### config.mk
export PLATFORM = sky130hd
export DESIGN_NAME = data_mem_dma
export DESIGN_NICKNAME = d
export VERILOG_FILES = /design/src/rtl/dma_pkg.sv /design/src/rtl/RippleCarryAdder.sv /design/src/rtl/dma_range_check.sv /design/src/rtl/data_mem_dma.sv
export SDC_FILE = /design/constraint.sdc
export NUM_CORES = 1
export LEC_CHECK = 0
export ABC_AREA = 1
export CELL_PAD_IN_SITES_DETAIL_PLACEMENT = 2
export CELL_PAD_IN_SITES_GLOBAL_PLACEMENT = 2
export CORE_MARGIN = 2
export CORE_UTILIZATION = 29
export DETAILED_ROUTE_END_ITERATION = 7
export PLACE_DENSITY = 0.9
export SLEW_MARGIN = 20
export SYNTH_ARGS = -nofsm -noshare
export SYNTH_HDL_FRONTEND = slang
export SYNTH_SLANG_ARGS = --single-unit
### constraint.sdc
create_clock -name Clock -period 6.45 [get_ports Clock]
set_clock_uncertainty 0.15 [all_clocks]
set_input_delay 1.29 -clock Clock [delete_from_list [all_inputs] [get_ports Clock]]
set_output_delay 1.29 -clock Clock [all_outputs]
set_load 0.05 [all_outputs]
### src/rtl/dma_pkg.sv
// Shared types and constants for the data-memory DMA engine.
package dma_pkg;

  localparam int unsigned WORD_BYTES = 3;
  // Range arithmetic width: a 24-bit base plus 3*Count cannot wrap at 26 bits.
  localparam int unsigned CHK_W = 26;

  typedef enum logic [2:0] {
    IDLE,
    CHECK,
    READ,
    WRITE,
    DONE
  } state_t;

endpackage

### src/rtl/RippleCarryAdder.sv
// Generic ripple-carry adder; carry-out is not exposed.
module RippleCarryAdder #(
  parameter int unsigned WIDTH = 24
) (
  input  logic [WIDTH-1:0] A,
  input  logic [WIDTH-1:0] B,
  input  logic             Cin,
  output logic [WIDTH-1:0] Sum
);

  logic [WIDTH-1:0] carry;

  assign carry[0] = Cin;

  for (genvar i = 0; i < WIDTH; i++) begin : g_bit
    assign Sum[i] = A[i] ^ B[i] ^ carry[i];
    if (i < WIDTH - 1) begin : g_carry
      assign carry[i+1] = (A[i] & B[i]) | (carry[i] & (A[i] ^ B[i]));
    end
  end

endmodule

### src/rtl/dma_range_check.sv
// Flags a transfer whose last byte would fall at or beyond MEM_BYTES.
module dma_range_check
  import dma_pkg::*;
#(
  parameter int unsigned MEM_BYTES = 128,
  parameter int unsigned CNT_W     = 8
) (
  input  logic [23:0]      base,
  input  logic [CNT_W-1:0] count,
  output logic             out_of_range
);

  logic [CHK_W-1:0] span;
  logic [CHK_W-1:0] limit;

  assign span         = CHK_W'(count) * CHK_W'(WORD_BYTES);
  assign limit        = CHK_W'(base) + span;
  assign out_of_range = limit > CHK_W'(MEM_BYTES);

endmodule

### src/rtl/data_mem_dma.sv
// Word-copy DMA initiator for the 24-bit data memory port.
// Optional fill mode (Mode/FillData ports) is enabled by defining DMA_FILL_EN.
module data_mem_dma
  import dma_pkg::*;
#(
  parameter int unsigned MEM_BYTES = 128,
  parameter int unsigned CNT_W     = 8
) (
  input  logic             Clock,
  input  logic             Reset,
  input  logic             Start,
  input  logic [23:0]      SrcAddr,
  input  logic [23:0]      DstAddr,
  input  logic [CNT_W-1:0] Count,
`ifdef DMA_FILL_EN
  input  logic             Mode,
  input  logic [23:0]      FillData,
`endif
  output logic             Busy,
  output logic             Done,
  output logic             Error,
  output logic [23:0]      Address,
  output logic [23:0]      WriteData,
  output logic             MemWrite,
  output logic             MemRead,
  input  logic [23:0]      ReadData
);

  state_t           state;
  logic [23:0]      src_ptr, dst_ptr, src_next, dst_next;
  logic [23:0]      word_buf;
  logic [CNT_W-1:0] remaining;
  logic             mem_write_q;
  logic             src_oor, dst_oor, range_err;
  logic             fill_mode;
  logic [23:0]      fill_word;

`ifdef DMA_FILL_EN
  logic        mode_q;
  logic [23:0] fill_q;
  assign fill_mode = mode_q;
  assign fill_word = fill_q;
`else
  assign fill_mode = 1'b0;
  assign fill_word = '0;
`endif

  dma_range_check #(.MEM_BYTES(MEM_BYTES), .CNT_W(CNT_W)) u_src_check (
    .base         (src_ptr),
    .count        (remaining),
    .out_of_range (src_oor)
  );

  dma_range_check #(.MEM_BYTES(MEM_BYTES), .CNT_W(CNT_W)) u_dst_check (
    .base         (dst_ptr),
    .count        (remaining),
    .out_of_range (dst_oor)
  );

  RippleCarryAdder #(.WIDTH(24)) u_src_inc (
    .A   (src_ptr),
    .B   (24'(WORD_BYTES)),
    .Cin (1'b0),
    .Sum (src_next)
  );

  RippleCarryAdder #(.WIDTH(24)) u_dst_inc (
    .A   (dst_ptr),
    .B   (24'(WORD_BYTES)),
    .Cin (1'b0),
    .Sum (dst_next)
  );

  // Fill mode never reads, so the source range is irrelevant there.
  assign range_err = dst_oor | (src_oor & ~fill_mode);

  // Gated so a write already scheduled cannot land on the reset edge.
  assign MemWrite  = mem_write_q & ~Reset;
  assign WriteData = word_buf;

  always_ff @(posedge Clock) begin
    if (Reset) begin
      state       <= IDLE;
      Busy        <= 1'b0;
      Done        <= 1'b0;
      Error       <= 1'b0;
      MemRead     <= 1'b0;
      mem_write_q <= 1'b0;
      Address     <= '0;
      word_buf    <= '0;
      src_ptr     <= '0;
      dst_ptr     <= '0;
      remaining   <= '0;
`ifdef DMA_FILL_EN
      mode_q      <= 1'b0;
      fill_q      <= '0;
`endif
    end else begin
      case (state)
        IDLE: begin
          if (Start) begin
            src_ptr   <= SrcAddr;
            dst_ptr   <= DstAddr;
            remaining <= Count;
            Busy      <= 1'b1;
            Error     <= 1'b0;
            state     <= CHECK;
`ifdef DMA_FILL_EN
            mode_q    <= Mode;
            fill_q    <= FillData;
`endif
          end
        end
        CHECK: begin
          if (range_err) begin
            Error <= 1'b1;
            Done  <= 1'b1;
            state <= DONE;
          end else if (remaining == '0) begin
            Done  <= 1'b1;
            state <= DONE;
          end else if (fill_mode) begin
            Address     <= dst_ptr;
            word_buf    <= fill_word;
            mem_write_q <= 1'b1;
            state       <= WRITE;
          end else begin
            Address <= src_ptr;
            MemRead <= 1'b1;
            state   <= READ;
          end
        end
        READ: begin
          word_buf    <= ReadData;
          Address     <= dst_ptr;
          MemRead     <= 1'b0;
          mem_write_q <= 1'b1;
          state       <= WRITE;
        end
        WRITE: begin
          src_ptr   <= src_next;
          dst_ptr   <= dst_next;
          remaining <= remaining - CNT_W'(1);
          if (remaining == CNT_W'(1)) begin
            mem_write_q <= 1'b0;
            Done        <= 1'b1;
            state       <= DONE;
          end else if (fill_mode) begin
            Address <= dst_next;
          end else begin
            mem_write_q <= 1'b0;
            MemRead     <= 1'b1;
            Address     <= src_next;
            state       <= READ;
          end
        end
        DONE: begin
          Done  <= 1'b0;
          Busy  <= 1'b0;
          state <= IDLE;
        end
        default: state <= IDLE;
      endcase
    end
  end

endmodule
# Yosys cells after proc, flatten, opt, wreduce, memory -nomap -nowiden

Cells that the tools add are included.

Magnitude comparators: 2
Multipliers: 1
Eq/ne operators: 12
Muxes and demuxes: 29
Bitwise operators: 99
Add/sub/neg operators: 3
Reductions and logical operators: 13

Operators by type and width:

| operator               | number |
|---|---|
| $mux W24               | 5 |
| $pmux W24 S2           | 2 |
| $pmux W24 S3           | 1 |
| $gt A26 B8 Y1 const B  | 2 |
| $add A24 B10 Y25       | 2 |
| $xor A1 B1 Y1          | 46 |
| $and A1 B1 Y1          | 45 |
| $pmux W8 S2            | 1 |
| $mux W3                | 4 |
| $ne A2 B2 Y1 const B   | 6 |
| $pmux W3 S4            | 1 |
| $mul A8 B2 Y10 const B | 1 |
| $mux W1                | 9 |
| $eq A8 B1 Y1 const B   | 1 |
| $logic_not A8 Y1       | 1 |
| $mux W8                | 1 |
| $reduce_bool A2 Y1     | 4 |
| $sub A8 B1 Y8 const B  | 1 |
| $eq A3 B2 Y1 const B   | 2 |
| $pmux W1 S2            | 3 |
| $pmux W1 S3            | 2 |
| $reduce_and A3 Y1      | 2 |
| $reduce_bool A3 Y1     | 2 |
| $not A1 Y1             | 5 |
| other kinds (7)        | 10 |

Word-level logic and storage cells: 170
Output and inout port bits: 53
Bits in registers: 112
Input port bits: 83

# Longest topological paths before layout

Depth in word-level cells: 27
Depth in mapped cells: 31
Depth with buffers taken out: 30

# Cells and area by module

A second synthesis with hierarchy kept.

Cells, all modules: 1341
Area total of the unflattened synthesis: 8813.5 µm²

By module, submodules not included:

| module                         | cells each | sequential area each (µm²) | instances | area an instance (µm²) |
|---|---|---|---|---|
| data_mem_dma                   | 763        | 2242.2                     | 1         | 5112.4 |
| dma_range_check at u_dst_check | 261        | 0.0                        | 1         | 1371.3 |
| dma_range_check at u_src_check | 243        | 0.0                        | 1         | 1296.2 |
| RippleCarryAdder               | 37         | 0.0                        | 2         | 516.7 |

# Worst setup path after synthesis

Ideal clock, no wire load.

Path kind: reg2reg
Start: register src_ptr[1]
End: register Address[23]
Cell stages (with the launch flop): 31
Buffers on the path: 0
Period minus slack after synthesis: 5.070 ns
Arrival time: 4.856 ns
Library setup time: 0.064 ns
Path slack: 1.380 ns
Data required time: 6.236 ns
Cells stage by stage: dfxtp_1 > inv_1 > ha_1 > inv_1 > ha_1 > ha_1 > ha_1 > ha_1 > ha_1 > ha_1 > ha_1 > ha_1 > ha_1 > ha_1 > ha_1 > ha_1 > ha_1 > ha_1 > ha_1 > ha_1 > ha_1 > ha_1 > ha_1 > ha_1 > ha_1 > or2_2 > a21oi_1 > a21oi_1 > o21ai_0 > nor2_1 > nor2_1

Longest elaborated chain between the ends: 27
Elaborated cells between the ends (all ways): 32
Those cells by class: add/sub (1); order compare (1); eq/ne (1); mux (2); bitwise (26); reduce/logical (1)

Ends and longest elaborated chain:

| what                        | RTL line               | text |
|---|---|---|
| from (decl)                 | data_mem_dma.sv:30     | `logic [23:0] src_ptr, dst_ptr, src_next, dst_next;` |
| from (signal assigned)      | data_mem_dma.sv:102    | `src_ptr <= SrcAddr;` |
| from (signal assigned)      | data_mem_dma.sv:141    | `src_ptr <= src_next;` |
| $not A1 Y1 (no line)        | n/a                    |  |
| $and A1 B1 Y1               | RippleCarryAdder.sv:18 | `assign carry[i+1] = (A[i] & B[i]) \| (carry[i] & (A[i] ^ B[i]));` |
| $or A1 B1 Y1                | RippleCarryAdder.sv:18 |  |
| $and A1 B1 Y1 (21 in a row) | RippleCarryAdder.sv:18 |  |
| $xor A1 B1 Y1               | RippleCarryAdder.sv:16 | `assign Sum[i] = A[i] ^ B[i] ^ carry[i];` |
| $mux W24                    | data_mem_dma.sv:144    | `if (remaining == CNT_W'(1)) begin` |
| $pmux W24 S3                | data_mem_dma.sv:99     | `case (state)` |
| to (signal assigned)        | data_mem_dma.sv:123    | `Address <= dst_ptr;` |
| to (signal assigned)        | data_mem_dma.sv:149    | `Address <= dst_next;` |
| to (signal assigned)        | data_mem_dma.sv:153    | `Address <= src_next;` |
| to (decl)                   | data_mem_dma.sv:22     | `output logic [23:0] Address,` |

Parallel ways exist; a longest one is shown, timed or not. The select of a mux whose other input is x is not followed.
A chain may end at the register's enable or synchronous reset.

# Worst setup path after layout

Start: register src_ptr[0]
End: register Address[23]

Longest elaborated chain between the ends: 26
Elaborated cells between the ends (all ways): 31
Those cells by class: add/sub (1); order compare (1); eq/ne (1); mux (2); bitwise (25); reduce/logical (1)

Ends and longest elaborated chain:

| what                        | RTL line |
|---|---|
| $and A1 B1 Y1               | RippleCarryAdder.sv:18 |
| $or A1 B1 Y1                | RippleCarryAdder.sv:18 |
| $and A1 B1 Y1 (21 in a row) | RippleCarryAdder.sv:18 |
| $xor A1 B1 Y1               | RippleCarryAdder.sv:16 |
| $mux W24                    | data_mem_dma.sv:144 |
| $pmux W24 S3                | data_mem_dma.sv:99 |

Parallel ways exist; a longest one is shown, timed or not. The select of a mux whose other input is x is not followed.

==> flow_metrics.py <==
metrics = {
    "critical_path": {
        "reg2reg_to": "Address[23]$_SDFFE_PP0P_",
        "crit_type": "reg -> reg",
        "endpoint_kind": "register",
        "slowest_delay_ps": 360,
        "crit_required_ps": 6600,
        "crit_end": "Address[23]$_SDFFE_PP0P_",
        "worstSetupStartpointType": "register",
        "r2r_slack_ps": 440,
        "crit_arrival_ps": 6150,
        "cp-startpoint": "src_ptr[0]$_SDFFE_PP0P_",
        "crit_slowest_cell": "dfxtp_1",
        "reg2regPathDepth": 30,
        "crit_top_cell": "ha_1",
        "crit_fanout": 3,
        "rr_startpoint": "src_ptr[0]$_SDFFE_PP0P_",
    },
    "cells_and_area": {
        "seqCellArea_um2": 2240,
        "drive_gt1_share_pct": 5.13,
        "fillers": 3526,
        "fin_area_um2": 10500,
        "area_delta_synth_final_pct": 23.2,
        "finish.utilization_pct": 36.4,
        "multi_input_area_um2": 5370,
        "fin_nets": 1626,
        "n_antenna_cell": 0,
    },
    "synthesis": {
        "syn_avg_cell_area_um2": 6.31,
        "synth_top_area_share_pct": 26.3,
        "synth.most_common_cell": "nand2_1",
        "synthArstFlopShare_pct": 0,
        "syn_area_um2": 8540,
        "synth_common_cells": "nand2_1 (396), inv_1 (185), nor2_1 (166), dfxtp_1 (112), nand3_1 (91)",
        "seq_area_frac_synth_pct": 26.3,
        "ys_ff_latch": 112,
        "synth_area_leaders": "dfxtp_1 (26%), nand2_1 (17%), ha_1 (12%), inv_1 (8.1%), nor2_1 (7.3%)",
        "syn_nets": 1521,
        "synth_cell_types": 41,
        "synth_warnings": 0,
        "synth_edf_count": 0,
        "synth_area_leader_cell": "dfxtp_1",
        "synth_top_flop_cell": "dfxtp_1",
        "synth_cells": 1353,
    },
    "global_routing": {
        "grt_max_degree": 96,
        "grt_pass1_wl_mm": 66.6,
        "grt_overflow_total": 0,
        "grt_pass1_vias": 11400,
        "antenna_found_initial": 0,
        "grt_use_total_pct": 28.0,
    },
    "die": {
        "rows": 62,
        "core_um2": 28900,
        "initial_core_util_pct": 29.6,
        "die_area_um2": 30800,
        "die_h_um": 176,
        "ioPinCount": 136,
        "die_x_um": 176,
    },
    "clock_network": {
        "path_clk_slew_ps": 90,
        "clock_latency_ps": 390,
        "cts_htree_levels": 3,
        "clk_path_buf_depth": 2,
        "cts_setup_buffers": 0,
        "cts-buffers-inserted": 9,
        "cts-resized-gates": 0,
        "cts_tree": "yes",
        "cts-root-buf": "clkbuf_16",
        "numClockSinks": 112,
        "ctsHoldBuffers": 0,
    },
    "power": {
        "switching_share_pct": 46.3,
        "p_seq_share_pct": 34.1,
        "peakVddDrop_mv": 0.114,
        "power.leakage_nw": 5.18,
        "p_int_mw": 1.42,
        "switching_power_mw": 1.22,
        "p_comb_share_pct": 42.6,
        "powerDensity_nw_per_um2": 251,
        "p_clk_share_pct": 23.3,
        "p_total_mw": 2.64,
    },
    "placed_design": {
        "hpwl_mm": 29.7,
        "dpl_cell_area_um2": 10200,
        "pre_cts_ws_ps": 886,
        "gp_congestion": 0.853,
        "io_buffers": 135,
    },
    "sta": {
        "fin_crit_sh_pct": 93.1,
        "setup_viol": 0,
        "rsz0062_at_grt": "false",
        "hold_viol": 0,
        "finalMaxSlewViolations": 0,
        "fmax_ghz": 0.166,
        "layout_min_cycle_time_ps": 6010,
        "worst_pin_slew_ps": 1100,
        "slew_headroom_pct": 26.7,
        "setup_slack_ps": 444,
        "fin_setup_tns_ps": 0,
    },
    "flow_run": {
        "maxCapViolations": 0,
    },
    "routing": {
        "wire_per_inst_um": 23.1,
        "via_per_inst": 5.36,
        "drt_iter0_markers": 617,
        "drc": 0,
        "wl_mm": 42.7,
        "route.vias.total": 9903,
        "postRouteAntennaNets": 0,
        "drt-pass1-iter-count": 5,
    },
    "hold_path": {
        "hold_class": "reg -> reg",
        "hold_path_depth": 2,
    },
    "outcome": {
        "status": "finished, final reports clean",
    },
}
==> stage by stage <==
step	hold slack, ps	std cells
finish	342	1847
global route	366	1847
CTS	347	1847
detailed placement	332	1831
global placement	292	1831
floorplan	323	1353
==> power groups by stage <==
stage	registers, mW	clock network [mW]	logic, mW
6_report	0.901	0.614	1.13
5_1_grt	0.912	0.652	1.22
3_3_place_gp	0.899	0	0.997
4_1_cts	0.897	0.626	1.12
2_1_floorplan	0.986	0	0.574
3_5_place_dp	0.906	0	1.06
==> kinds of logic (layout without fill, tap and decap cells) <==
family | after synthesis | in the layout | share of synthesized area, %
and+or+nand+nor | 717 | 717 | 35.9
buffers and inverters | 239 | 349 | 11.0
AOI/OAI and AO/OA | 190 | 190 | 13.1
xor gates and xnor gates | 10 | 10 | 1.03
DFF | 112 | 112 | 26.3
adders and majority gates | 85 | 85 | 12.7
==> routing by layer <==
metal  global-route usage [%]  up-vias  wire (µm)  part of all wire [%]
met3                     3.68      121       1350                   3.2
met5                        0        -          0                     0
li1                         -     4568          -                     -
met2                     50.9      249      21800                    51
met4                     15.9        0       2400                   5.6
met1                     31.5     4965      17200                    40
==> cell usage in the layout (no fill, tap or decap), drive strengths merged, types with 4 or more instances in the layout <==
cell type	n
nor3	10
nand4	11
ha	82
clkdlybuf4s50	135
a21oi	28
clkbuf	9
a211oi	6
o21ai	83
dfxtp	112
inv	192
nor2	176
buf	9
nand2	400
a31oi	47
nand3	110
clkinv	4
or2	6
o221ai	17
xor2	7
==> worst min path at each step <==
stage                       startpoint                       to  slack (ps)
2_1_floorplan  src_ptr[0]$_SDFFE_PP0P_  src_ptr[0]$_SDFFE_PP0P_         320
3_3_place_gp         Done$_SDFFE_PP0P_        Done$_SDFFE_PP0P_         290
3_5_place_dp         Busy$_SDFFE_PP0P_        Busy$_SDFFE_PP0P_         330
4_1_cts              Busy$_SDFFE_PP0P_        Busy$_SDFFE_PP0P_         350
5_1_grt              Busy$_SDFFE_PP0P_        Busy$_SDFFE_PP0P_         370
6_report            Error$_SDFFE_PP0P_       Error$_SDFFE_PP0P_         340
==> registers in the layout (all words and copies together) (netlist names) <==
signal / cells
Error: 1
WriteData: 24
Address: 24
remaining: 8
src_ptr: 24
Done: 1
mem_write_q: 1
state: 3
dst_ptr: 24
MemRead: 1
Busy: 1
==> worst max-delay path: cells and delay by family, from the launching register on <==
| kind | cells | cell delay (ps) |
|---|---|---|
| AND/OR/NAND/NOR | 3 | 550 |
| buffers and inverters | 2 | 250 |
| flip-flops | 1 | 360 |
| adder cells (fa/ha/maj) | 22 | 4230 |
| AO/OA/AOI/OAI | 3 | 370 |
==> layout make-up <==
type / count / area share (%)
Clock buffer: 9 / 2.14
Clock inverter: 7 / 0.690
Inverter: 189 / 6.75
Multi-Input combinational cell: 1002 / 51.0
Sequential cell: 112 / 21.3
Tap cell: 384 / 4.57
Timing Repair Buffer: 144 / 13.5
(Power assumes the default switching activity.)
